`src/rtl/sine_freq_meter.sv`:
```
`default_nettype none
// ============================================================================
// Module   : sine_freq_meter
// Brief    : Recovers the DDS frequency increment of a sampled sine by timing
//            rising hysteresis crossings and dividing 2^ACC_BITS by the period.
// Revision : 1.0 - initial release
// ============================================================================
module sine_freq_meter #(
    parameter int ACC_BITS = 14,
    parameter int CNT_BITS = 15,
    parameter int HYST     = 4
) (
    input  logic                clk,
    input  logic                rst_n,
    input  logic [9:0]          subsample_phase,
    input  logic [6:0]          sample_in,
    output logic [ACC_BITS-3:0] freq_est,
    output logic                est_valid,
    output logic                locked
);

    localparam int QW = ACC_BITS + 1;
    localparam int SW = $clog2(ACC_BITS + 2);
    localparam logic [6:0]          HI_TH    = 7'(64 + HYST);
    localparam logic [6:0]          LO_TH    = 7'(64 - HYST);
    localparam logic [CNT_BITS-1:0] CNT_LAST = {{(CNT_BITS-1){1'b1}}, 1'b0};
    localparam logic [SW-1:0]       STEP_END = SW'(ACC_BITS + 1);

    typedef enum logic [1:0] {UNARMED, MEASURE, DIVIDE} state_t;

    state_t              state, state_nx;
    logic                cmp_hi;
    logic [CNT_BITS-1:0] cnt;
    logic [CNT_BITS-1:0] period;
    logic [CNT_BITS-1:0] rem;
    logic [QW-1:0]       quo;
    logic [SW-1:0]       step;

    logic                sample_ev;
    logic                rise;
    logic                timeout;
    logic                div_done;
    logic [CNT_BITS:0]   rem_sh;
    logic [CNT_BITS-1:0] sub;
    logic                qbit;
    logic [CNT_BITS-1:0] rem_nx;
    logic [ACC_BITS-3:0] q_sat;

    assign sample_ev = (subsample_phase == 10'd9);
    assign rise      = sample_ev && !cmp_hi && (sample_in >= HI_TH);
    assign timeout   = (state == MEASURE) && sample_ev && !rise && (cnt == CNT_LAST);
    assign div_done  = (state == DIVIDE) && (step == STEP_END);

    // Dividend is 2^ACC_BITS: its only set bit enters on the first step.
    // A remainder below the divisor lets the low bits of the subtraction stand alone.
    assign rem_sh = {rem, (step == '0)};
    assign sub    = rem_sh[CNT_BITS-1:0] - period;
    assign qbit   = (rem_sh >= {1'b0, period});
    assign rem_nx = qbit ? sub : rem_sh[CNT_BITS-1:0];
    assign q_sat  = (|quo[QW-1:ACC_BITS-2]) ? '1 : quo[ACC_BITS-3:0];

    always_ff @(posedge clk or negedge rst_n) begin
        if (!rst_n) state <= UNARMED;
        else        state <= state_nx;
    end

    always_comb begin
        state_nx = state;
        case (state)
            UNARMED: if (rise) state_nx = MEASURE;
            MEASURE: begin
                if (rise)         state_nx = DIVIDE;
                else if (timeout) state_nx = UNARMED;
            end
            DIVIDE:  if (div_done) state_nx = MEASURE;
            default: state_nx = UNARMED;
        endcase
    end

    always_ff @(posedge clk or negedge rst_n) begin
        if (!rst_n) begin
            cmp_hi    <= 1'b1;
            cnt       <= '0;
            period    <= '0;
            rem       <= '0;
            quo       <= '0;
            step      <= '0;
            freq_est  <= '0;
            est_valid <= 1'b0;
            locked    <= 1'b0;
        end else begin
            est_valid <= 1'b0;
            if (sample_ev) begin
                if (sample_in >= HI_TH)      cmp_hi <= 1'b1;
                else if (sample_in <= LO_TH) cmp_hi <= 1'b0;
            end
            case (state)
                UNARMED: begin
                    if (rise) cnt <= CNT_BITS'(1);
                end
                MEASURE: begin
                    if (rise) begin
                        period <= cnt;
                        cnt    <= CNT_BITS'(1);
                        rem    <= '0;
                        quo    <= '0;
                        step   <= '0;
                    end else if (timeout) begin
                        cnt    <= '0;
                        locked <= 1'b0;
                    end else if (sample_ev) begin
                        cnt    <= cnt + 1'b1;
                    end
                end
                DIVIDE: begin
                    // A crossing here is treated as an ordinary sample event.
                    if (sample_ev) cnt <= cnt + 1'b1;
                    if (div_done) begin
                        freq_est  <= q_sat;
                        est_valid <= 1'b1;
                        locked    <= 1'b1;
                    end else begin
                        rem  <= rem_nx;
                        quo  <= {quo[QW-2:0], qbit};
                        step <= step + 1'b1;
                    end
                end
                default: ;
            endcase
        end
    end

endmodule
`default_nettype wire

```
`config.mk`:
```
export PLATFORM = sky130hd
export DESIGN_NAME = sine_freq_meter
export DESIGN_NICKNAME = d
export VERILOG_FILES = /design/src/rtl/sine_freq_meter.sv
export SDC_FILE = /design/constraint.sdc
export NUM_CORES = 1
export LEC_CHECK = 0
export CAP_MARGIN = 20
export CORE_ASPECT_RATIO = 1.75
export CORE_MARGIN = 2
export CORE_UTILIZATION = 53
export DETAILED_ROUTE_END_ITERATION = 8
export PLACE_DENSITY = 0.87
export RECOVER_POWER = 25
export SYNTH_ARGS = -nofsm -noshare
export SYNTH_HDL_FRONTEND = slang
export SYNTH_SLANG_ARGS = --single-unit
```
`constraint.sdc`:
```
create_clock -name clk -period 2.9 [get_ports clk]
set_clock_uncertainty 0.05 [all_clocks]
set_input_delay 0.58 -clock clk [delete_from_list [all_inputs] [get_ports clk]]
set_output_delay 0.58 -clock clk [all_outputs]
set_load 0.05 [all_outputs]
```
After elaboration in Yosys (flattened, before gate mapping)
Index checks and enable logic that the tools add are counted.
- register bits: 81
- input port bits: 19
- word-level logic and storage cells: 77
- add/sub/neg operators: 3
- order comparisons: 3
- equality and inequality tests: 12
- multiplexer cells: 28
- reduce and logical (&&, ||, !) cells: 21
- operator list (kind ; count):
    $mux W15 ; 8
    $pmux W15 S2 ; 2
    $pmux W15 S3 ; 1
    $ge A16 B15 Y1 ; 1
    $add A15 B1 Y15 const B ; 1
    $eq A15 B15 Y1 const B ; 1
    $sub A15 B15 Y15 ; 1
    $mux W12 ; 1
    $ne A2 B2 Y1 const B ; 6
    $eq A10 B4 Y1 const B ; 1
    $mux W2 ; 4
    $mux W4 ; 2
    $pmux W4 S2 ; 1
    $reduce_and A2 Y1 ; 4
    $ge A7 B7 Y1 const B ; 1
    $le A7 B6 Y1 const B ; 1
    $mux W1 ; 7
    $logic_and A1 B1 Y1 ; 6
    $pmux W2 S3 ; 1
    $reduce_and A3 Y1 ; 2
    $add A4 B1 Y4 const B ; 1
    $eq A4 B4 Y1 const B ; 1
    $logic_not A4 Y1 ; 1
    $reduce_and A4 Y1 ; 1
    other kinds (9) ; 11

Depth between registers and ports, before layout
- depth after elaboration: 9
- gate-level depth with buffers: 14
- gate-level depth less buffers: 12

Least setup slack after synthesis
Ideal clock, no wire load.
- path kind: reg2reg
- start point: register step[0]
- end point: register rem[6]
- setup time: 0.116 ns
- data arrival time: 2.679 ns
- data required time: 2.734 ns
- path slack: 0.056 ns
- stages on the path, launching flop included: 15
- buffers on the path: 2
- clock period less this slack: 2.844 ns
- cell sequence: dfrtp_1 inv_1 ha_1 nand2_1 ha_1 inv_1 fa_1 a21o_1 a221o_1 o211ai_1 and3_1 clkbuf_1 buf_2 nand3_1 o311ai_0
- cells in the longest elaborated chain, start to end: 5
- elaborated cells between the ends (all ways): 10
- ends and longest elaborated chain (item ; RTL line ; text):
    start, declared ; 37 ; logic [SW-1:0] step;
    start signal, assigned ; 125 ; step <= step + 1'b1;
    $logic_not A4 Y1 ; 56 ; assign rem_sh = {rem, (step == '0)};
    $sub A15 B15 Y15 / $ge A16 B15 Y1 (equally long branches) ; 57, 58 ;
    $mux W15 ; 59 ; assign rem_nx = qbit ? sub : rem_sh[CNT_BITS-1:0];
    $mux W15 ; 118 ; if (div_done) begin
    $pmux W15 S2 ; 97 ; case (state)
    end signal, assigned ; 123 ; rem <= rem_nx;
    end, declared ; 35 ; logic [CNT_BITS-1:0] rem;
Several ways; a longest one is shown, not always the timed one. The select of a mux whose other input is x is not followed.
A chain may end at the register's enable or synchronous reset.

Final worst setup path
- start point: register step[1]
- end point: register rem[10]
Same word-level chain as after synthesis.

==> summary by stage <==
Clock network
In this run the number of H-tree levels came out at 3. The CTS buffer count is 9. The clock latency reported for the late side of the worst-skew pair is approximately 0.35 ns. TritonCTS built the clock tree. After clock tree synthesis, the clock-pin slew on the worst setup and hold paths is 0.07 ns. The longest clock path from root to sink contains 2 buffers. The total clock sinks is 81. The buffer cell driving the clock tree root is clkbuf_16.

Timing
The final setup slack of the worst path is -0.0103 ns. The number of hold violations in the final report came to 0. At the pin with the least slew margin, the transition time is 1.69 ns. Setup repair after global routing could not meet its margin everywhere. Timing would allow up to between 300 and 400 MHz. Setup violations remaining at the end of the flow were counted as 1. The fraction of the cycle the final worst path needs is 1.00. The final period demand of the worst path is 2.91 ns. In this run the tightest slew margin relative to its limit is -0.124. Hold timing on the final database bottoms out at a slack of 0.416 ns. The number of max-slew violations in the final report is 33.

Synthesis
The proportion of synthesized flip-flops having asynchronous set or reset is 1.00. Sorting the synthesized cells by area gives the leading types as dfrtp_1 (44%), ha_1 (6.3%), nand2_1 (5.0%). In the synthesized netlist the dominant register cell turns out to be dfrtp_1. The synthesized design contains 0 enable-type register cells.

For this run, the number of Yosys warnings is 0. The count of cell types in the netlist is 62. The total standard cell area after synthesis is 4560 um^2.

Dividing the synthesized area by the synthesized cell count gives around 9.7 um^2. The synthesized net count is 514. The synthesized instance count is 471.

The share of synthesized area in the top cell type comes to 0.439. The fraction of the yosys area taken by sequential cells is 0.445. The number of synthesized register bits is 81. The most area-hungry cell type in the Yosys netlist is dfrtp_1.

Worst setup path
The worst setup path is captured at a register. Along the worst path, the maximum fanout reaches 5. The arrival time reported for the critical path endpoint is 3.09 ns. STA classifies the critical path startpoint as a register. For the worst setup path, the data required time is ~3.1 ns.

The critical path is of the register to register type.

Die
The die height is between 100 and 150 um. The area inside the core boundary is 8310 um^2. The number of ports placed on the die boundary is 33.

Row generation in the floorplan step produced 44 rows. The horizontal die dimension is between 70 and 80 um. The die covers 9390 um^2.

The effective utilization at floorplan is 0.549.

Layout
The area growth from synthesis to layout is 21.9%. Once layout is done, the placed cells without fillers occupy 5560 um^2. The post-layout net count is 568.

The number of fillers in the final layout is ~600. 0 antenna diodes ended up in the layout. In the final layout, the share of cells above drive strength 1 is 0.160.

GRT
The combined global-route utilization of all metal layers is 0.252. The total congestion overflow is 0. Entering global routing, the biggest net connects 82 pins. The first global-routing pass estimated 18,300 um of wire. The number of global-route vias before repair is 4,014.

The initial antenna violation count is 0.

Routing
Once detail routing completed, the nets flagged for antenna violations numbered 0. Dividing the detail-routed wire length by the instance count gives 17.3 um. The detailed-route via count is 3,988. Dividing the detail-routed via count by the number of cells gives 6.18. The total iterations of the first detailed-routing run is 5. The final wirelength is 11,100 um. The count of unresolved DRC violations after routing is 0. The detailed router finished its first iteration with 423 violations.

Placed design
Input and output buffers added on the ports amount to 32. The global placement routability congestion is 0.923. Once detailed placement completed, the half-perimeter wirelength came to 7790 um.

The placed standard-cell area is 5180 um^2.

Hold path
The path class of the lowest-slack min-delay path is register to register.

Pwr
The worst-case IR drop observed on VDD is approximately 300 uV. For this design the ratio of total power to cell area is 521 nW/um^2. The leakage power of the design is 2.63 nW.

Job
The tool flagged a number of max-cap violations equal to 1.

Status
The checks that failed: capacitance limit, slew limit, setup timing. The flow ran to the end, but the final reports show violations.
## synth_stat cells, drive strengths merged, types with 3 or more instances
cell type,number
or4,3
nand2,61
and3,7
a21o,5
clkbuf,11
nor4b,3
ha,23
nand4,9
a22o,15
xnor2,11
mux2,14
a32oi,6
xor2,11
nand3,27
buf,11
a21oi,22
o311ai,4
a31oi,4
o31ai,5
dfrtp,80
nor2,26
nor2b,3
o21ai,33
nor3,4
a211oi,3
nor4,4
inv,30
mux2i,3
## routing by layer
metal  share of wire  vias up  global-route usage
met5               0        -                   0
met4           0.042        0               0.118
met3           0.046       53              0.0540
met2            0.55      173               0.446
met1            0.36     1943               0.276
li1                -     1819                   -
## logic make-up after synthesis
family | Yosys count | synth area share
AND/OR/NAND/NOR | 158 | 0.182
AO/OA/AOI/OAI | 117 | 0.175
flip-flops | 81 | 0.445
buffers and inverters | 52 | 0.0480
adder cells (fa/ha/maj) | 24 | 0.0675
XOR/XNOR | 22 | 0.0422
multiplexers | 17 | 0.0412
## state kept, by name, indices dropped and copies added (netlist names), 2 cells and up
signal,cells
period,15
rem,15
freq_est,12
quo,15
step,4
state,2
cnt,15
## placed cells by master (no fill, tap or decap), types with 5 or more instances in the layout
cell and instances:
a21o_1 5, buf_4 23, a32oi_1 5, mux2_2 14
a22o_1 15, ha_1 21, nand3_1 26, and3_1 5
xor2_1 11, inv_1 29, buf_12 5, nor2_1 25
o31ai_1 5, nand4_1 8, o21ai_0 33, clkbuf_16 9
a21oi_1 22, xnor2_1 11, clkdlybuf4s50_1 31, dfrtp_1 80
nand2_1 60
## critical path: stages, from the launching register on
cell      delay, ns
dfrtp_1        0.35
inv_1          0.05
ha_2           0.18
nand2_2        0.08
ha_4           0.15
inv_2          0.04
fa_2           0.39
a21o_1         0.18
a221o_1        0.35
o211ai_1       0.29
and3_4         0.27
buf_6          0.12
nor4_1         0.05
a211o_1        0.23
## path summary, 6_finish.rpt
kind | from | end | slack, ns | depth (start not counted)
worst max-delay path | step[1] | rem[10] | -0.01 | 13
worst min-delay path | freq_est[8] | freq_est[8] | 0.42 | 2
worst max register to register | step[1] | rem[10] | -0.01 | 13
worst min register to register | freq_est[8] | freq_est[8] | 0.42 | 2
max in group asynchronous | rst_n | freq_est[10] | 0.62 | 2
min in group asynchronous | rst_n | rem[10] | 0.62 | 1
## stage by stage
stage | instances | total power, mW | worst slack [ns] | utilization | TNS [ns]
floorplan | 471 | 1.56 | 0.0556 | - | 0
global placement | 623 | 1.77 | 0.0180 | 0.623 | 0
detailed placement | 623 | 1.79 | -0.0528 | 0.623 | -0.0902
CTS | 639 | 2.88 | -0.00160 | 0.659 | -0.00160
global route | 645 | 3.02 | -0.113 | 0.669 | -1.23
finish | 645 | 2.90 | -0.0103 | 0.669 | -0.0103
## where the power goes
group	internal, mW	total, mW	switching, mW
registers	1.15	1.17	0.0195
clock network	0.614	1.11	0.498
logic	0.246	0.619	0.373
total	2.01	2.90	0.890
## cell type report
cell class,count,area [um^2],area share
inverter,30,113,0.0202
tap,115,144,0.0259
clock inverter,6,48.8,0.00877
sequential,81,2030,0.365
clock buffer,10,239,0.0430
multi-input combinational,338,2360,0.424
timing repair buffer,65,633,0.114
## timing repair
| item | 4_1_cts | 5_1_grt |
|---|---|---|
| resized for setup | 2 | 14 |
| hold buffers | 0 | 0 |
| setup endpoints to repair | 2 | 15 |
| gates cloned | 0 | 1 |
| pin swaps | 2 | 9 |
| setup buffers | 0 | 4 |
No activity file was read; power rests on OpenSTA's default activity.
